--- src/rtl/uart_dbg_pkg.sv ---
// Shared constants for the UART debug capture path: buffer modes and default frame width.
package uart_dbg_pkg;

    localparam int unsigned FRAME_W_DEF = 9;

    localparam logic [1:0] MODE_LATEST = 2'd0;
    localparam logic [1:0] MODE_FIFO   = 2'd1;
    localparam logic [1:0] MODE_RING   = 2'd2;

    // Modes that route frame_valid into the history buffer; reserved mode 3 does not.
    function automatic logic mode_buffers(input logic [1:0] mode);
        return (mode == MODE_FIFO) || (mode == MODE_RING);
    endfunction

endpackage

--- src/rtl/uart_dbg_ram.sv ---
// DEPTH x FRAME_W history storage: one synchronous write port, one asynchronous read port, no reset.
module uart_dbg_ram
    import uart_dbg_pkg::*;
#(
    parameter int unsigned FRAME_W = FRAME_W_DEF,
    parameter int unsigned DEPTH   = 8
) (
    input  logic                       clk,
    input  logic                       i_we,
    input  logic [$clog2(DEPTH)-1:0]   i_waddr,
    input  logic [FRAME_W-1:0]         i_wdata,
    input  logic [$clog2(DEPTH)-1:0]   i_raddr,
    output logic [FRAME_W-1:0]         o_rdata
);

    logic [FRAME_W-1:0] r_mem [DEPTH];

    always_ff @(posedge clk) begin
        if (i_we) begin
            r_mem[i_waddr] <= i_wdata;
        end
    end

    assign o_rdata = r_mem[i_raddr];

endmodule

--- src/rtl/uart_frame_logger.sv ---
// Capture buffer for received UART frames: latest-frame register plus a FIFO/RING history
// buffer drained through a valid/ready port, with a saturating count of lost frames.
module uart_frame_logger
    import uart_dbg_pkg::*;
#(
    parameter int unsigned FRAME_W = FRAME_W_DEF,
    parameter int unsigned DEPTH   = 8,
    parameter int unsigned CNT_W   = 8
) (
    input  logic                       clk,
    input  logic                       rst,
    input  logic [FRAME_W-1:0]         i_frame,
    input  logic                       i_frame_valid,
    input  logic [1:0]                 i_mode,
    input  logic                       i_clear,
    input  logic                       i_rd_ready,
    output logic                       o_rd_valid,
    output logic [FRAME_W-1:0]         o_rd_data,
    output logic [FRAME_W-1:0]         o_last_frame,
    output logic [$clog2(DEPTH):0]     o_level,
    output logic                       o_full,
    output logic [CNT_W-1:0]           o_drop_count
);

    localparam int unsigned PTR_W = $clog2(DEPTH);
    localparam int unsigned LVL_W = PTR_W + 1;

    logic [PTR_W-1:0]   r_wr_ptr;
    logic [PTR_W-1:0]   r_rd_ptr;
    logic [LVL_W-1:0]   r_level;
    logic               r_full;
    logic               r_rd_valid;
    logic [CNT_W-1:0]   r_drop_count;
    logic [FRAME_W-1:0] r_last_frame;
    logic [FRAME_W-1:0] r_rd_hold;

    logic               w_pop;
    logic               w_accept;
    logic               w_overwrite;
    logic               w_drop;
    logic               w_we;
    logic [PTR_W-1:0]   w_wr_ptr_nxt;
    logic [PTR_W-1:0]   w_rd_ptr_nxt;
    logic [LVL_W-1:0]   w_level_nxt;
    logic [FRAME_W-1:0] w_mem_rdata;

    uart_dbg_ram #(
        .FRAME_W (FRAME_W),
        .DEPTH   (DEPTH)
    ) u_ram (
        .clk     (clk),
        .i_we    (w_we),
        .i_waddr (r_wr_ptr),
        .i_wdata (i_frame),
        .i_raddr (r_rd_ptr),
        .o_rdata (w_mem_rdata)
    );

    // Push/pop/overwrite decision; a pop frees a slot for a same-cycle push even when full.
    always_comb begin
        w_pop        = 1'b0;
        w_accept     = 1'b0;
        w_overwrite  = 1'b0;
        w_drop       = 1'b0;
        w_we         = 1'b0;
        w_wr_ptr_nxt = r_wr_ptr;
        w_rd_ptr_nxt = r_rd_ptr;
        w_level_nxt  = r_level;
        if (!i_clear) begin
            w_pop = r_rd_valid && i_rd_ready;
            if (i_frame_valid && mode_buffers(i_mode)) begin
                if (!r_full || w_pop) begin
                    w_accept = 1'b1;
                end else if (i_mode == MODE_RING) begin
                    w_overwrite = 1'b1;
                    w_drop      = 1'b1;
                end else begin
                    w_drop = 1'b1;
                end
            end
            w_we = w_accept || w_overwrite;
            if (w_we) begin
                w_wr_ptr_nxt = r_wr_ptr + PTR_W'(1);
            end
            if (w_pop || w_overwrite) begin
                w_rd_ptr_nxt = r_rd_ptr + PTR_W'(1);
            end
            if (w_accept && !w_pop) begin
                w_level_nxt = r_level + LVL_W'(1);
            end else if (w_pop && !w_accept) begin
                w_level_nxt = r_level - LVL_W'(1);
            end
        end
    end

    always_ff @(posedge clk or posedge rst) begin
        if (rst) begin
            r_wr_ptr     <= '0;
            r_rd_ptr     <= '0;
            r_level      <= '0;
            r_full       <= 1'b0;
            r_rd_valid   <= 1'b0;
            r_drop_count <= '0;
            r_last_frame <= '0;
            r_rd_hold    <= '0;
        end else if (i_clear) begin
            r_wr_ptr     <= '0;
            r_rd_ptr     <= '0;
            r_level      <= '0;
            r_full       <= 1'b0;
            r_rd_valid   <= 1'b0;
            r_drop_count <= '0;
            r_last_frame <= '0;
        end else begin
            r_wr_ptr   <= w_wr_ptr_nxt;
            r_rd_ptr   <= w_rd_ptr_nxt;
            r_level    <= w_level_nxt;
            r_full     <= (w_level_nxt == LVL_W'(DEPTH));
            r_rd_valid <= (w_level_nxt != '0);
            if (i_frame_valid) begin
                r_last_frame <= i_frame;
            end
            if (w_drop && (r_drop_count != '1)) begin
                r_drop_count <= r_drop_count + CNT_W'(1);
            end
            // Remember the popped word so rd_data stays stable once the buffer empties.
            if (w_pop) begin
                r_rd_hold <= w_mem_rdata;
            end
        end
    end

    assign o_rd_valid   = r_rd_valid;
    assign o_rd_data    = r_rd_valid ? w_mem_rdata : r_rd_hold;
    assign o_last_frame = r_last_frame;
    assign o_level      = r_level;
    assign o_full       = r_full;
    assign o_drop_count = r_drop_count;

endmodule

--- config.mk ---
export PLATFORM = sky130hd
export DESIGN_NAME = uart_frame_logger
export DESIGN_NICKNAME = d
export VERILOG_FILES = /design/src/rtl/uart_dbg_pkg.sv /design/src/rtl/uart_dbg_ram.sv /design/src/rtl/uart_frame_logger.sv
export SDC_FILE = /design/constraint.sdc
export NUM_CORES = 1
export LEC_CHECK = 0
export ABC_AREA = 0
export BUFFER_PORTS_ARGS = -buffer_cell sky130_fd_sc_hd__buf_2
export CAP_MARGIN = 20
export CORE_ASPECT_RATIO = 0.7
export CORE_MARGIN = 5
export CORE_UTILIZATION = 40
export CTS_CLUSTER_SIZE = 12
export DETAILED_ROUTE_END_ITERATION = 6
export REMOVE_ABC_BUFFERS = 1
export SLEW_MARGIN = 20
export SYNTH_ARGS = -nofsm -noshare
export SYNTH_HDL_FRONTEND = slang
export SYNTH_SLANG_ARGS = --single-unit
--- constraint.sdc ---
create_clock -name clk -period 2.9 [get_ports clk]
set_input_delay 0.29 -clock clk [delete_from_list [all_inputs] [get_ports clk]]
set_output_delay 0.29 -clock clk [all_outputs]
set_load 0.05 [all_outputs]
== Word level (Yosys, flattened, before mapping) ==
Memories as Yosys holds them, arrays and structs flattened.
Cells that the tools add are included.
Word-level totals
  bits in registers: 38
  latch bits: 0
  bits in writable memories: 72
  ROM bits: 0
  input port bits: 16
  output and inout port bits: 32
  logic and storage cells: 66
  memories: 1
Memory list
  u_ram.r_mem: words 8, bits a word 9, rd ports 1, clocked after memory_dff 0, write ports 1, line uart_dbg_ram.sv:16  | logic [FRAME_W-1:0] r_mem [DEPTH];
Operators by class
  $add $sub $neg: 5
  $mul: 0
  divide/modulo/power cells: 0
  magnitude comparators: 0
  eq/ne operators: 4
  shift-type cells: 0
  mux-type cells: 29
  bitwise logic cells: 1
  reductions and logical operators: 18
Operator list (number)
  9-bit 2-to-1 mux: 3
  1-bit 2-to-1 mux: 16
  4-bit 2-to-1 mux: 4
  8-bit 2-to-1 mux: 2
  3-bit 2-to-1 mux: 4
  8-bit by 1-bit adder with 8-bit output (second input constant): 1
  8-bit != test (second input constant): 1
  2-bit nonzero test: 4
  3-bit by 1-bit adder with 3-bit output (second input constant): 2
  1-bit logical AND: 5
  4-bit by 1-bit adder with 4-bit output (second input constant): 1
  4-bit equality test (second input constant): 1
  1-bit logical OR: 4
  4-bit nonzero test: 1
  4-bit by 1-bit subtractor with 4-bit output (second input constant): 1
  1-bit logical NOT: 3
  2-bit by 1-bit equality test with 1-bit output (second input constant): 1
  2-bit equality test (second input constant): 1
  2-bit AND reduction: 1
  1-bit inverter: 1

== Longest topological paths before layout ==
  word-level depth: 12
  depth in mapped cells: 7
  mapped depth without buffers: 7

== Hierarchy ==
Synthesis repeated with hierarchy kept, for this count alone.
Unflattened totals
  cells, all modules: 296
  area total of the unflattened synthesis: 4829.6 sq um
Modules (own cells, without submodules)
  uart_dbg_ram: times used 1, cells each 117, area each 2839.0 sq um, sequential area each 2162.1 sq um
  uart_frame_logger: times used 1, cells each 179, area each 1990.7 sq um, sequential area each 950.9 sq um

== Worst setup path after synthesis ==
No wires, ideal clock.
  path kind: reg-to-reg
  start: register r_rd_valid (netlist: o_rd_valid)
  end: memory u_ram.r_mem[0][0] (netlist name), enable pin
  library setup time: 387 ps
  arrival: 2148 ps
  data required time: 2513 ps
  path slack: 365 ps
  stages on the path, launching flop included: 6
  buffers on the path: 1
  period minus slack after synthesis: 2535 ps
  path through: dfrtp_1 and2_1 buf_2 o21ai_1 or3_1 nor3_1
Between the ends
  word-level cells in the longest chain between the ends: 9
  elaborated cells on any way between the ends: 12
  classes of those cells: 9 x mux; 3 x reduce/logical
RTL lines
  start, declared: line uart_frame_logger.sv:32  | logic r_rd_valid;
  start signal, assigned: line uart_frame_logger.sv:119  | r_rd_valid <= (w_level_nxt != '0);
  1-bit logical AND *: line uart_frame_logger.sv:70  | w_pop = r_rd_valid && i_rd_ready;
  1-bit logical OR *: line uart_frame_logger.sv:72  | if (!r_full || w_pop) begin
  1-bit 2-to-1 mux: line uart_frame_logger.sv:72
  1-bit 2-to-1 mux: line uart_frame_logger.sv:71  | if (i_frame_valid && mode_buffers(i_mode)) begin
  1-bit 2-to-1 mux: line uart_frame_logger.sv:69  | if (!i_clear) begin
  1-bit logical OR *: line uart_frame_logger.sv:81  | w_we = w_accept || w_overwrite;
  1-bit 2-to-1 mux *: line uart_frame_logger.sv:69
  1-bit 2-to-1 mux *: line uart_dbg_ram.sv:19  | if (i_we) begin
  1-bit 2-to-1 mux (implied by the code) *: line uart_dbg_ram.sv:20  | r_mem[i_waddr] <= i_wdata;
  end, declared: line uart_dbg_ram.sv:16
Every way passes the cells marked *; elsewhere a longest branch is shown, timed or not. The select of a mux whose other input is x is not followed.

== Worst setup path after layout ==
  start: register r_rd_ptr[1]
  end: output port o_rd_data[8]
Between the ends
  word-level cells in the longest chain between the ends: 2
RTL lines
  start, declared: line uart_frame_logger.sv:29  | logic [PTR_W-1:0] r_rd_ptr;
  start signal, assigned: line uart_frame_logger.sv:116  | r_rd_ptr <= w_rd_ptr_nxt;
  memory 8 x 9 bit
  9-bit 2-to-1 mux: line uart_frame_logger.sv:134  | assign o_rd_data = r_rd_valid ? w_mem_rdata : r_rd_hold;
  end, declared: line uart_frame_logger.sv:18  | output logic [FRAME_W-1:0] o_rd_data,
No other way between the ends.

==> run metrics <==
worst-skew pair later-pin latency=0.34 ns; Netlist cell types=43; CTS buffer count=9; fin crit share=85.5%; final hold violations=0; die width=139 um; Warnings, synthesis=0; nature of the critical path endpoint=output port; DR WL/cell=17.6 um; Fin Setup TNS=0 ns; IO Port Bufs=47; Pre-antenna DRT Iters=4; Worst Clk Skew=0.00963 ns; # fillers=1041; synthesized area=around 4700 um^2; RSZ-0062 raised after global routing=no; clock sink total=110; required time of the critical path=between 2 and 3 ns; largest net degree at the start of global routing=29; final antenna-violating net count=0; gr ovfl total=0; Crit Path Category=flop to output port; Via Count=2689; hold crit path type=input pin to flop; Seq cells post-synth=110; starting DRC count in detailed routing=219; DP Area=between 5000 and 6000 um^2; Yosys top cell by area=edfxtp_1; Fmax=0.403 GHz; top post-synthesis cells by area=edfxtp_1, dfrtp_1, mux4_2; Layout Nets=399; H-tree depth=3; part of the Yosys area used for sequential elements=66.8%; Worst-Margin Slew=around 0.6 ns; most common cell after layout, fill and taps aside=edfxtp_1; slowest cell on the critical path=dfrtp_1; Final Setup Violations=0; leak pwr=2.14 nW; total design power=4.27 mW; Cells after Synth=roughly 320; Hold Slack=0.239 ns; DP Cell Count=522; top cell type's share of synthesized area=46.4%; r2r worst-path depth=5; Hold Crit Depth=1; Avg Inst Size Synth=approximately 15 um^2; initial antenna violation count=0; clock transition at the registers of the reported paths=0.07 ns; GRT Resource Usage Total=14.4%; Final Cell Area=5450 um^2; largest buffer count on any clock path=2; Async SR Flop Fraction=34.5%; number of synthesized flops with an enable pin=72; dpl hpwl=6.61 mm; dominant synthesized flop cell=edfxtp_1; global-route wire length before repair=15.1 mm; # rows=33; peak supply drop=0.379 mV; CTS tree=done; clk root buf=clkbuf_16; most frequent cells in the layout=edfxtp_1, buf_2, nor2_1, dfrtp_1, mux2i_1; antenna fix cells=0; P&R area growth vs syn=17.0%; R2R Setup Slk=0.81 ns; Finished Layout Cells=539; P per Cell Area=783 nW/um^2; status=completed; Total Wirelength=9.50 mm; critical path arrival=approximately 2.2 ns; Max Cap Viol=0; Die Y-Extent=around 100 um; worst-path fanout max=11; gpl congestion=0.847; vias in the first global route=2645; critical path cell sequence=buf_4 -> mux4_2 -> mux2i_1 -> a21oi_1 -> buf_2; CP startpoint kind=flop; share of cells above drive strength 1=27.5%; Ports=48; Remaining DRCs=0; Die Footprint=around 14000 um^2; max-slew violations=0; Core ar.=between 10000 and 15000 um^2; Period minus WS final=2.48 ns; initial core utilization=around two fifths; Rel. slew slack=59.1%; vias per cell=4.99; CP max stage delay=between 0.6 and 0.7 ns
-- cell usage after synthesis (4+ instances only) --
cell type / n
nand2b_1: 4
edfxtp_1: 72
xnor2_1: 7
ha_1: 6
mux2i_1: 20
xor2_1: 7
nor2_1: 42
a21oi_1: 12
clkbuf_1: 4
o21ai_0: 11
dfrtp_1: 38
nand2_1: 19
inv_1: 6
mux4_2: 18
nand3_1: 8
-- stage by stage --
stage	util [%]	setup slack [ns]
floorplan	-	0.0679
global placement	44.5	0.618
detailed placement	44.5	0.554
CTS	47.2	0.387
global route	47.2	0.261
finish	47.2	0.421
-- kinds of logic (layout without fill, tap and decap cells) --
| group | Yosys count | count (layout) | share of synthesized area [%] |
|---|---|---|---|
| buffers and inverters | 19 | 86 | 2.09 |
| adder cells (fa/ha/maj) | 6 | 6 | 1.61 |
| AND/OR/NAND/NOR | 96 | 96 | 9.93 |
| AO/OA/AOI/OAI | 31 | 31 | 3.76 |
| XOR/XNOR | 14 | 14 | 2.63 |
| flip-flops | 110 | 110 | 66.8 |
| multiplexers | 39 | 39 | 13.2 |
-- flip-flops by register name (all words and copies together), names as in the netlist --
name / count
o_level: 4
o_drop_count: 8
o_last_frame: 9
r_wr_ptr: 3
o_full: 1
r_rd_hold: 9
o_rd_valid: 1
r_rd_ptr: 3
u_ram.r_mem: 72
-- area by class of cell --
type	count	area, um^2	area share, %
Multi-Input combinational cell	186	1450	26.6
Tap cell	157	196	3.60
Sequential cell	110	3110	57.1
Clock inverter	4	56.3	1.03
Clock buffer	12	246	4.52
Inverter	6	23.8	0.436
Timing Repair Buffer	64	365	6.70
-- path summary, 6_finish.rpt --
check	from	endpoint
min in group asynchronous	rst	o_level[3]$_DFF_PP0_
max in group asynchronous	rst	r_rd_hold[4]$_DFFE_PP0P_
worst min register to register	r_rd_hold[4]$_DFFE_PP0P_	r_rd_hold[4]$_DFFE_PP0P_
worst min-delay path	i_frame[3]	u_ram.r_mem[6][3]$_DFFE_PP_
worst max register to register	o_rd_valid$_DFF_PP0_	u_ram.r_mem[2][7]$_DFFE_PP_
worst max-delay path	r_rd_ptr[1]$_DFFE_PP0P_	o_rd_data[8]
-- report_power, final --
group / switching [mW] / internal [mW] / total (mW)
clock network: 0.529 / 0.699 / 1.23
registers: 0.0857 / 1.78 / 1.87
logic: 0.815 / 0.359 / 1.17
-- worst max-delay path, delay by kind of cell (launching register included) --
family / cells / cell delay, ns
flops: 1 / 0.67
compound gates: 1 / 0.10
buf+inv: 2 / 0.52
mux: 2 / 0.55
-- per-layer routing --
layer / vias to the layer above / share of wire [%] / routed length (um) / GRT usage (%)
li1: 1290 / - / - / -
met1: 1324 / 51 / 4840 / 21.2
met2: 70 / 43 / 4090 / 21.0
met3: 5 / 5.1 / 480 / 3.67
met4: 0 / 1.0 / 96 / 4.96
met5: - / 0 / 0 / 0
-- repair_timing --
| action | in CTS | in global routing |
|---|---|---|
| hold endpoints to repair | 27 | 0 |
| buffers inserted | 0 | 0 |
| gates resized for setup | 0 | 0 |
| hold buffers | 1 | 0 |
No activity file was read; power rests on OpenSTA's default activity.
